### src/rtl/core_pkg.sv
// Shared core definitions: fetch FSM state encoding, reset defaults and
// RISC-V opcode constants used by fetch, decode and branch logic.
package core_pkg;

    localparam int          XLEN_DEF     = 32;
    localparam logic [31:0] RESET_PC_DEF = 32'h0000_0000;

    localparam logic [31:0] INST_NOP  = 32'h0000_0013;

    localparam logic [6:0]  OP_JAL    = 7'b1101111;
    localparam logic [6:0]  OP_BRANCH = 7'b1100011;
    localparam logic [6:0]  OP_JALR   = 7'b1100111;

    typedef enum logic [1:0] {
        REQ  = 2'd0,
        WAIT = 2'd1,
        HOLD = 2'd2
    } fetch_state_t;

endpackage

### src/rtl/pc_reg.sv
// Program counter register with next-pc select.
//   clk        core clock
//   rst_n      async active-low reset, loads RESET_PC
//   inc_i      advance pc by one word
//   redirect_i load word-aligned target (wins over inc_i)
//   target_i   redirect target, low two bits ignored
//   pc_o       current pc
module pc_reg
    import core_pkg::*;
#(
    parameter int              XLEN     = XLEN_DEF,
    parameter logic [XLEN-1:0] RESET_PC = RESET_PC_DEF
) (
    input  logic            clk,
    input  logic            rst_n,
    input  logic            inc_i,
    input  logic            redirect_i,
    input  logic [XLEN-1:0] target_i,
    output logic [XLEN-1:0] pc_o
);

    logic [XLEN-1:0] pc_q;
    logic [XLEN-1:0] pc_d;

    always_comb begin
        pc_d = pc_q;
        if (redirect_i) begin
            pc_d = target_i & ~XLEN'(3);
        end else if (inc_i) begin
            // wraps modulo 2^XLEN
            pc_d = pc_q + XLEN'(4);
        end
    end

    always_ff @(posedge clk or negedge rst_n) begin
        if (!rst_n) begin
            pc_q <= RESET_PC & ~XLEN'(3);
        end else begin
            pc_q <= pc_d;
        end
    end

    assign pc_o = pc_q;

endmodule

### src/rtl/fetch_unit.sv
// Instruction-fetch stage: one outstanding imem request at a time, fetched
// word handed to decode over valid/ready, redirect from execute squashes.
//   clk, rst_n                     clock, async active-low reset
//   br_taken, br_target            redirect pulse and target
//   imem_req_valid/ready, imem_addr request channel
//   imem_rsp_valid, imem_rsp_data  response channel (no backpressure)
//   inst_valid/ready, inst, inst_pc decode handshake
//
// state | meaning
// REQ   | request presented on imem, waiting for imem_req_ready
// WAIT  | request accepted, waiting for response (drop_q: discard it)
// HOLD  | instruction presented to decode, waiting for inst_ready
module fetch_unit
    import core_pkg::*;
#(
    parameter int              XLEN     = XLEN_DEF,
    parameter logic [XLEN-1:0] RESET_PC = RESET_PC_DEF
) (
    input  logic            clk,
    input  logic            rst_n,
    input  logic            br_taken,
    input  logic [XLEN-1:0] br_target,
    output logic            imem_req_valid,
    input  logic            imem_req_ready,
    output logic [XLEN-1:0] imem_addr,
    input  logic            imem_rsp_valid,
    input  logic [XLEN-1:0] imem_rsp_data,
    output logic            inst_valid,
    input  logic            inst_ready,
    output logic [XLEN-1:0] inst,
    output logic [XLEN-1:0] inst_pc
);

    fetch_state_t    state_q, state_d;
    logic            drop_q, drop_d;
    logic            req_valid_q, req_valid_d;
    logic            inst_valid_q, inst_valid_d;
    logic [XLEN-1:0] inst_q, inst_d;
    logic [XLEN-1:0] inst_pc_q, inst_pc_d;
    logic [XLEN-1:0] pc;
    logic            pc_inc;
    logic            pc_redirect;
    logic            req_accept;

    pc_reg #(
        .XLEN     (XLEN),
        .RESET_PC (RESET_PC)
    ) u_pc_reg (
        .clk        (clk),
        .rst_n      (rst_n),
        .inc_i      (pc_inc),
        .redirect_i (pc_redirect),
        .target_i   (br_target),
        .pc_o       (pc)
    );

    // req_valid_q lags the state by the first cycle out of reset
    assign req_accept = (state_q == REQ) && req_valid_q && imem_req_ready;

    always_comb begin
        state_d      = state_q;
        drop_d       = drop_q;
        inst_valid_d = inst_valid_q;
        inst_d       = inst_q;
        inst_pc_d    = inst_pc_q;
        pc_inc       = 1'b0;
        pc_redirect  = 1'b0;

        if (br_taken) begin
            pc_redirect  = 1'b1;
            inst_valid_d = 1'b0;
            case (state_q)
                REQ: begin
                    // an accepted request still owes us a response
                    if (req_accept) begin
                        drop_d  = 1'b1;
                        state_d = WAIT;
                    end else begin
                        state_d = REQ;
                    end
                end
                WAIT: begin
                    if (imem_rsp_valid) begin
                        drop_d  = 1'b0;
                        state_d = REQ;
                    end else begin
                        drop_d  = 1'b1;
                        state_d = WAIT;
                    end
                end
                default: state_d = REQ;
            endcase
        end else begin
            case (state_q)
                REQ: begin
                    if (req_accept) begin
                        state_d = WAIT;
                    end
                end
                WAIT: begin
                    if (imem_rsp_valid) begin
                        if (drop_q) begin
                            drop_d  = 1'b0;
                            state_d = REQ;
                        end else begin
                            inst_d       = imem_rsp_data;
                            inst_pc_d    = pc;
                            inst_valid_d = 1'b1;
                            pc_inc       = 1'b1;
                            state_d      = HOLD;
                        end
                    end
                end
                HOLD: begin
                    if (inst_valid_q && inst_ready) begin
                        inst_valid_d = 1'b0;
                        state_d      = REQ;
                    end
                end
                default: state_d = REQ;
            endcase
        end

        req_valid_d = (state_d == REQ);
    end

    always_ff @(posedge clk or negedge rst_n) begin
        if (!rst_n) begin
            state_q      <= REQ;
            drop_q       <= 1'b0;
            req_valid_q  <= 1'b0;
            inst_valid_q <= 1'b0;
            inst_q       <= '0;
            inst_pc_q    <= '0;
        end else begin
            state_q      <= state_d;
            drop_q       <= drop_d;
            req_valid_q  <= req_valid_d;
            inst_valid_q <= inst_valid_d;
            inst_q       <= inst_d;
            inst_pc_q    <= inst_pc_d;
        end
    end

    assign imem_req_valid = req_valid_q;
    assign imem_addr      = req_valid_q ? pc : '0;
    assign inst_valid     = inst_valid_q;
    assign inst           = inst_q;
    assign inst_pc        = inst_pc_q;

`ifndef SYNTHESIS
    // a response outside WAIT is a memory protocol error and is ignored
    rsp_only_in_wait: assert property (@(posedge clk) disable iff (!rst_n)
        imem_rsp_valid |-> (state_q == WAIT));
`endif

endmodule

### config.mk
export PLATFORM = sky130hd
export DESIGN_NAME = fetch_unit
export DESIGN_NICKNAME = d
export VERILOG_FILES = /design/src/rtl/core_pkg.sv /design/src/rtl/pc_reg.sv /design/src/rtl/fetch_unit.sv
export SDC_FILE = /design/constraint.sdc
export NUM_CORES = 1
export LEC_CHECK = 0
export CAP_MARGIN = 20
export CORE_MARGIN = 5
export CORE_UTILIZATION = 48
export DETAILED_ROUTE_END_ITERATION = 12
export PLACE_DENSITY = 0.9
export SKIP_LAST_GASP = 1
export SLEW_MARGIN = 20
export SYNTH_ARGS = -nofsm -noshare
export SYNTH_HDL_FRONTEND = slang
export SYNTH_SLANG_ARGS = --single-unit
export TNS_END_PERCENT = 50
### constraint.sdc
create_clock -name clk -period 4.7 [get_ports clk]
set_clock_uncertainty 0.1 [all_clocks]
set_input_delay 0.47 -clock clk [delete_from_list [all_inputs] [get_ports clk]]
set_output_delay 0.47 -clock clk [all_outputs]
set_load 0.01 [all_outputs]
==> qor.yml <==
detailed_routing:
  met2_length_um: 6120
  wl_met3_um: 1110
  drtIter0Drc: 147
  first_pass_iters: 4
  highest_layer: "met4"
  wl_um: 12300
  wl_met1_um: 4900
  ant_nets: 0
  drc: 0
  drt-vias-per-instance: 5.45
  avgRoutedWirePerCell_um: 17.9
  vias: 3751
floorplan:
  die_x_um: 108
  die_area_mm2: 0.0117
  rows: 35
  core_area_mm2: 0.00933
  io_pins: 168
  chipHeight_um: 108
  start_util: 0.495
final_layout:
  areaGrowthSynthToFinish_pct: 41.0
  drive_gt1_frac: 0.163
  antenna_cells: 0
  final_common_cell: "clkdlybuf4s50_1"
  nets: 625
  final_cell_mix: "clkdlybuf4s50_1 (160), dfrtp_1 (97), mux2_2 (63)"
timing:
  tns_ps: 0
  relSlewSlack: 0.406
  worst_pin_slew_ps: 892
  setup_slack_ps: 1990
  fin_crit_ps: 2710
  post-route-period-util: 0.577
  setup_viol: 0
  final_hold_viol_count: 0
  slew_viol_final: 0
  rsz0062_at_grt: "false"
  max_freq_mhz: 369
  timing.hold.ws_ps: 416
cts:
  cts_max_path_buffers: 2
  cts-resized-gates: 0
  cts_setup_buffers: 0
  holdBufCountCts: 1
  clk_latency_ps: 370
  cts_root_buffer: "clkbuf_8"
  clk_transition_reported_paths_ps: 100
  cts.htree.levels: 3
  clock_sinks: 97
  cts_made_buffers: 9
  cts_tree: "yes"
power:
  ir_drop_uv: 336
  power_density_mw_per_mm2: 517
  total_power_mw: 3.37
  p_leak_nw: 2.59
setup_path:
  cp_top_family: "flip-flops"
  rr_worst_depth: 5
  worstSetupStartpointType: "register"
  worstSetupPathType: "reg -> out"
  max_stage_delay_ps: 940
  crit_path_top_delay_cell: "dfrtp_1"
  worstPathRequired_ps: 4130
  rrSetupSlack_ps: 2310
  cp_num_buf_inv: 1
  cp-end-kind: "primary output"
  worstPathCellList: "and2_1 > clkdlybuf4s50_1"
  cp_max_fo: 33
  reg2reg_to: "u_pc_reg.pc_o[16]"
  rr_startpoint: "state_q[1]"
  cp.arrival_ps: 2140
run_status:
  status: "finished clean"
global_routing:
  grt_pass1_vias: 3864
  grt_pass1_wl_um: 19600
  grt_overflow_total: 0
  antenna_found_initial: 0
  grt_max_degree: 60
  grt_usage: 0.212
place:
  io_buffers: 161
  dp_hpwl_um: 8880
  place_ws_ps: 1790
  gp_congestion: 0.804
worst_hold_path:
  min_path_cells: 1
  hold_start: "inst[11]"
  whs_endpoint: "inst[11]"
  hp-class: "reg -> reg"
synth:
  synth-seq-area-share: 0.526
  synth_area_mm2: 0.00461
  synth_top_area_share: 0.526
  ys_async_sr_fraction: 1.00
  ys_ff_latch: 97
  yosysTopAreaCell: "dfrtp_1"
  syn_inst: 402
  synth_cell_types: 42
  ys.flop_type: "dfrtp_1"
  syn_avg_cell_area_um2: 11.5
  ys.warnings.count: 0
  yosys-top-cells-area: "dfrtp_1 (53%), mux2_2 (15%), and2_1 (4.5%)"
  synth-edff-count: 0
job:
  maxCapViolCount: 0
## area by class of cell
| type | instances | area (µm²) |
|---|---|---|
| fillers | 701 | 2820 |
| flip-flops and latches | 97 | 2430 |
| multi-input cells | 276 | 2050 |
| repair buffers | 165 | 1650 |
| well taps | 129 | 161 |
| clock buffers | 9 | 124 |
| clock inverters | 7 | 67.6 |
| inverters | 5 | 18.8 |
## cell families after synthesis
group | after synthesis | synth area share
buf+inv | 32 | 0.0325
xor+xnor | 9 | 0.0171
mux | 64 | 0.156
fa+ha+maj | 1 | 0.00271
compound gates | 51 | 0.0713
flops | 97 | 0.526
simple gates | 147 | 0.194
other cells | 1 | 0.000813
## synth_stat cells (10+ instances only)
library cell and instances:
o31ai_1 10, and2_1 33, dfrtp_1 97, nand4_1 13, a31oi_1 12, nand2_1 27, o21ai_0 14, nor2_1 17
or4_1 13, mux2_2 63, nand3_1 13, clkbuf_1 11, buf_2 12
## per-stage QoR
step,std cells,utilization,area [µm²]
after floorplan,405,-,4630
after global placement,671,0.676,6300
after detailed placement,671,0.676,6300
after CTS,688,0.698,6510
after global routing,688,0.698,6510
final,688,0.698,6510
## sequential cells by signal, indices dropped and copies added (netlist names)
| register | count |
|---|---|
| u_pc_reg.pc_o | 30 |
| inst_valid | 1 |
| state_q | 2 |
| inst_pc | 30 |
| drop_q | 1 |
| imem_req_valid | 1 |
| inst | 32 |
## routing by layer
layer  vias up  track usage
met5         -            0
met2       151        0.360
met3        17       0.0687
met4         0       0.0694
met1      1824        0.255
li1       1759            -
## power by group
group / internal [mW] / leakage, nW / switching [mW]
registers: 1.13 / 1.17 / 0.230
clock network: 0.209 / 0.0962 / 0.331
logic: 0.925 / 1.33 / 0.538
## worst max-delay path by stage
stage,cells past startpoint,end,startpoint
2_1_floorplan,4,u_pc_reg.pc_o[31],state_q[1]
3_3_place_gp,5,inst[13],imem_rsp_valid
3_5_place_dp,6,u_pc_reg.pc_o[16],imem_rsp_valid
4_1_cts,2,imem_addr[14],imem_req_valid
5_1_grt,2,imem_addr[14],imem_req_valid
6_report,2,imem_addr[14],imem_req_valid
## worst register-to-register path, cell delays in order, from the launching register on
cell,delay (ps)
dfrtp_1,440
nand4bb_1,340
nor2_4,660
buf_12,310
nand4_1,190
o211ai_1,270
Note: power is estimated with default switching activity, not from simulation.
